==> config.mk <==
export PLATFORM = sky130hd
export DESIGN_NAME = inst_fetch
export DESIGN_NICKNAME = d
export VERILOG_FILES = /design/src/rtl/inst_fetch.sv
export SDC_FILE = /design/constraint.sdc
export NUM_CORES = 1
export LEC_CHECK = 0
export BUFFER_PORTS_ARGS = -buffer_cell sky130_fd_sc_hd__buf_4
export CAP_MARGIN = 25
export CELL_PAD_IN_SITES_DETAIL_PLACEMENT = 0
export CELL_PAD_IN_SITES_GLOBAL_PLACEMENT = 1
export CORE_MARGIN = 10
export CORE_UTILIZATION = 41
export DETAILED_ROUTE_END_ITERATION = 16
export PLACE_DENSITY_LB_ADDON = 0.12
export RECOVER_POWER = 50
export SYNTH_ARGS = -nofsm -noshare
export SYNTH_HDL_FRONTEND = slang
export SYNTH_SLANG_ARGS = --single-unit
==> constraint.sdc <==
create_clock -name clk_i -period 3.95 [get_ports clk_i]
set_clock_uncertainty 0.15 [all_clocks]
set_input_delay 0.5925 -clock clk_i [delete_from_list [all_inputs] [get_ports clk_i]]
set_output_delay 0.5925 -clock clk_i [all_outputs]
set_load 0.03 [all_outputs]
==> src/rtl/inst_fetch.sv <==
`default_nettype none
// ============================================================================
// inst_fetch : PC / fetch register stage feeding decode from a combinational ROM
// Revision   : 1.0
// ============================================================================
module inst_fetch #(
   parameter int unsigned          ADDR_W     = 8,
   parameter int unsigned          INST_W     = 8,
   parameter logic [ADDR_W-1:0]    START_ADDR = '0,
   parameter logic [INST_W-1:0]    HALT_INST  = '1,
   parameter int unsigned          CNT_W      = 16
) (
   input  logic              clk_i,
   input  logic              reset_i,
   output logic [ADDR_W-1:0] rom_address_o,
   input  logic [INST_W-1:0] rom_instruction_i,
   output logic [INST_W-1:0] instruction_o,
   output logic [ADDR_W-1:0] pc_o,
   output logic              valid_o,
   input  logic              ready_i,
   input  logic              branch_taken_i,
   input  logic [ADDR_W-1:0] branch_target_i,
   output logic              halted_o,
   output logic [CNT_W-1:0]  fetch_count_o
);

   localparam logic [ADDR_W-1:0] C_PC_ONE  = {{(ADDR_W-1){1'b0}}, 1'b1};
   localparam logic [CNT_W-1:0]  C_CNT_ONE = {{(CNT_W-1){1'b0}}, 1'b1};

   typedef enum logic [0:0] {
      RUN  = 1'b0,
      HALT = 1'b1
   } state_t;

   state_t              state_q, state_d;
   logic [ADDR_W-1:0]   pc_q, pc_d;
   logic [INST_W-1:0]   ir_q, ir_d;
   logic [ADDR_W-1:0]   ir_pc_q, ir_pc_d;
   logic                valid_q, valid_d;
   logic [CNT_W-1:0]    cnt_q, cnt_d;

   logic                w_adv;
   logic                w_deliver;

   always_ff @(posedge clk_i) begin
      if (reset_i) begin
         state_q <= RUN;
         pc_q    <= START_ADDR;
         ir_q    <= '0;
         ir_pc_q <= '0;
         valid_q <= 1'b0;
         cnt_q   <= '0;
      end else begin
         state_q <= state_d;
         pc_q    <= pc_d;
         ir_q    <= ir_d;
         ir_pc_q <= ir_pc_d;
         valid_q <= valid_d;
         cnt_q   <= cnt_d;
      end
   end

   assign w_adv     = (state_q == RUN) && (!valid_q || ready_i);
   assign w_deliver = valid_q && ready_i;

   always_comb begin
      state_d = state_q;
      pc_d    = pc_q;
      ir_d    = ir_q;
      ir_pc_d = ir_pc_q;
      valid_d = valid_q;
      cnt_d   = cnt_q;

      if (w_deliver && (cnt_q != {CNT_W{1'b1}})) begin
         cnt_d = cnt_q + C_CNT_ONE;
      end

      if (state_q == RUN) begin
         // A redirect squashes both the held IR and this cycle's ROM word,
         // so it takes priority over a halt word arriving in the same cycle.
         if (branch_taken_i) begin
            pc_d    = branch_target_i;
            valid_d = 1'b0;
         end else if (w_adv) begin
            if (rom_instruction_i != HALT_INST) begin
               ir_d    = rom_instruction_i;
               ir_pc_d = pc_q;
               valid_d = 1'b1;
               pc_d    = pc_q + C_PC_ONE;
            end else begin
               valid_d = 1'b0;
               state_d = HALT;
            end
         end
      end
   end

   assign rom_address_o = pc_q;
   assign instruction_o = ir_q;
   assign pc_o          = ir_pc_q;
   assign valid_o       = valid_q;
   assign halted_o      = (state_q == HALT);
   assign fetch_count_o = cnt_q;

endmodule
`default_nettype wire
==> impl_metrics.yaml <==
min_path:
  min_path_type: "reg -> reg"
  worstHoldStart: "instruction_o[5]"
  hold_path_depth: 2
placement:
  place_hpwl_mm: 4.097
  place_worst_setup_slack_ns: 1.555
  port_buffers: 61
  dp.cells: 359
  place_congestion: 0.7687
cells_and_area:
  drive_gt1_share_pct: 17.17
  layout.cells.non_filler: 367
  finish.utilization_pct: 49.83
  nNetsFinal: 319
  syn2layout_area_growth_pct: 19.02
  fillCellCount: 547
  diodes: 0
critical_path:
  endpoint_kind: "register"
  slowest_delay_ns: 0.78
  slowest_stage: "clkbuf_1"
  setup.worst_path.class: "reg -> reg"
  required_ns: 3.97
  worst-r2r-cell-count: 5
  startpoint: "valid_o"
  setup.worst_path.start_class: "register"
  r2r_start: "valid_o"
  path_buf_inv: 1
  crit_fanout: 15
  cp_top_family: "buffers and inverters"
  cp.arrival_ns: 2.36
  crit_chain: "or2b_2 -> o211ai_1 -> clkbuf_1 -> mux2i_1 -> nor2_1"
  path_depth: 5
sta:
  final_max_slew_viol_count: 0
  timing.final.crit_share_pct: 59.22
  worst_slew_pin_slew_ns: 0.9947
  finalHoldViolCount: 0
  fin_crit_ns: 2.339
  max-slew-margin-rel_pct: 33.69
  rsz0062_at_grt: "no"
  fin_tns_setup_ns: 0
  setup_slack_ns: 1.611
  timing.hold.ws_ns: 0.3450
  setup_viol: 0
  fmax_mhz: 427.5
floorplan:
  num_io_pins: 62
  initial_utilization_pct: 41.86
  core_sq_mm: 0.005075
  die-width_um: 91.99
  dieArea_sq_mm: 0.008461
  die_h_um: 91.99
  num_rows: 26
clock_tree:
  path_clk_slew_ns: 0.08
  htree_levels: 2
  cts_buffers: 5
  cts_resized: 0
  cts_hold_buf: 0
  root_buffer: "clkbuf_8"
  clockBufferDepth: 2
  cts_tree: "done"
  post_cts_buffers: 0
  clock_sinks: 42
  clk_latency_ns: 0.29
route:
  viasPerCell: 5.351
  firstDrtPassIters: 4
  routedWlPerCell_um: 15.73
  drc: 0
  detail-route-antenna-nets: 0
  drtIter0Drc: 83
  drt-total-wl_mm: 5.772
  num_vias: 1964
power_and_ir_drop:
  intPower_uw: 608.4
  p_sw_uw: 251.3
  p_clk_share_pct: 30.9
  leakage_nw: 0.9681
  ir_worst_vdd_uv: 128.5
  switching_share_pct: 29.23
  power.density_mw_per_mm2: 340.0
  combPwrFrac_pct: 15.6
  seqPwrFrac_pct: 53.5
logic_synthesis:
  synth_cell_types: 46
  netlist_instances: 241
  syn_nets: 263
  synth_top_cell_area_share_pct: 39.58
  synth_area_leader_cell: "dfxtp_1"
  synthFlopType: "dfxtp_1"
  synth_seq_area_share_pct: 39.58
  synthesis.area_sq_mm: 0.002125
  ys_ff_latch: 42
  postSynthAreaPerCell_sq_um: 8.816
  async_flop_share_pct: 0
  synth-warning-count: 0
  synth_edf_count: 0
  synth_area_leaders: "dfxtp_1, mux2i_1, nor2_1, mux2_2, a21oi_1"
  yosysMostFrequentCell: "dfxtp_1"
  yosys-top-cells-count: "dfxtp_1, nor2_1, nand2_1, a21oi_1, mux2i_1"
global_route:
  grt_max_degree: 48
  grtUsageTotal_pct: 13.58
  grt-ovfl-total: 0
  grt_pass1_vias: 1910
  antenna_found_initial: 0
  grt_pass1_wl_mm: 9.611
flow_run:
  max_cap_viol_count: 0
outcome:
  status: "finished, final reports clean"
[tightest hold or removal path, stage by stage, from the launching register on]
cell and delay [ns]:
dfxtp_1 0.33, mux2i_1 0.06, nor2_1 0.07
[power groups by stage]
stage	logic, mW	registers [mW]	clock network (mW)
global placement	0.145	0.470	0
floorplan	0.0605	0.496	0
detailed placement	0.146	0.470	0
CTS	0.147	0.460	0.273
global route	0.147	0.463	0.290
finish	0.134	0.460	0.266
[stage by stage]
step                      area (sq um)  power (mW)
after floorplan                   2125      0.5569
after global placement            2594      0.6150
after detailed placement          2594      0.6163
after CTS                         2673      0.8800
after global routing              2529      0.8992
final                             2529      0.8597
[cell usage in the layout (no fill, tap or decap), types with 2 or more instances in the layout]
master	count
clkbuf_8	5
buf_4	25
nor2b_1	11
nand3_1	8
nor4b_1	2
mux2i_1	16
nand4_1	6
mux2_2	9
o32ai_1	5
o31ai_1	2
dfxtp_1	42
nand2_1	19
o21a_1	4
o221a_2	2
ha_1	2
a31oi_1	2
clkinv_2	2
and3_1	2
nor4_1	5
clkbuf_1	37
a211oi_1	6
nor3_1	3
o21ai_0	8
o22a_1	2
nor2_1	30
inv_1	4
or4_1	4
a21oi_1	16
[flip-flops by register name, indices dropped and copies added (netlist names)]
name	count
fetch_count_o	16
halted_o	1
instruction_o	8
valid_o	1
pc_o	8
rom_address_o	8
[final timing paths]
kind / end / slack [ns]
hold reg to reg: instruction_o[5] / 0.34
hold / removal: instruction_o[5] / 0.34
setup / recovery: instruction_o[6] / 1.61
setup reg to reg: instruction_o[6] / 1.61
[cells by family after synthesis]
family,count (synthesis),synth area share [%]
flip-flops,42,39.58
buffers and inverters,18,4.475
multiplexers,25,12.31
AO/OA/AOI/OAI,53,17.14
adder cells (fa/ha/maj),2,1.178
AND/OR/NAND/NOR,101,25.33
[area by class of cell]
class	instances	area [sq um]	area share, %
Clock buffer	5	68.82	2.721
Multi-Input combinational cell	181	1176	46.51
Timing Repair Buffer	62	326.6	12.91
Inverter	5	18.77	0.7422
Sequential cell	42	840.8	33.25
Clock inverter	2	10.01	0.3958
Tap cell	70	87.58	3.464
[routing by layer]
metal	part of all wire (%)	wire length, um	vias up	GRT usage (%)
met5	0	0	-	0
met4	0.83	48	0	4.884
met3	6.2	355	4	4.238
met2	43	2469	46	19.71
met1	50	2899	917	18.40
li1	-	-	997	-
Power figures use the tool's default switching activity.
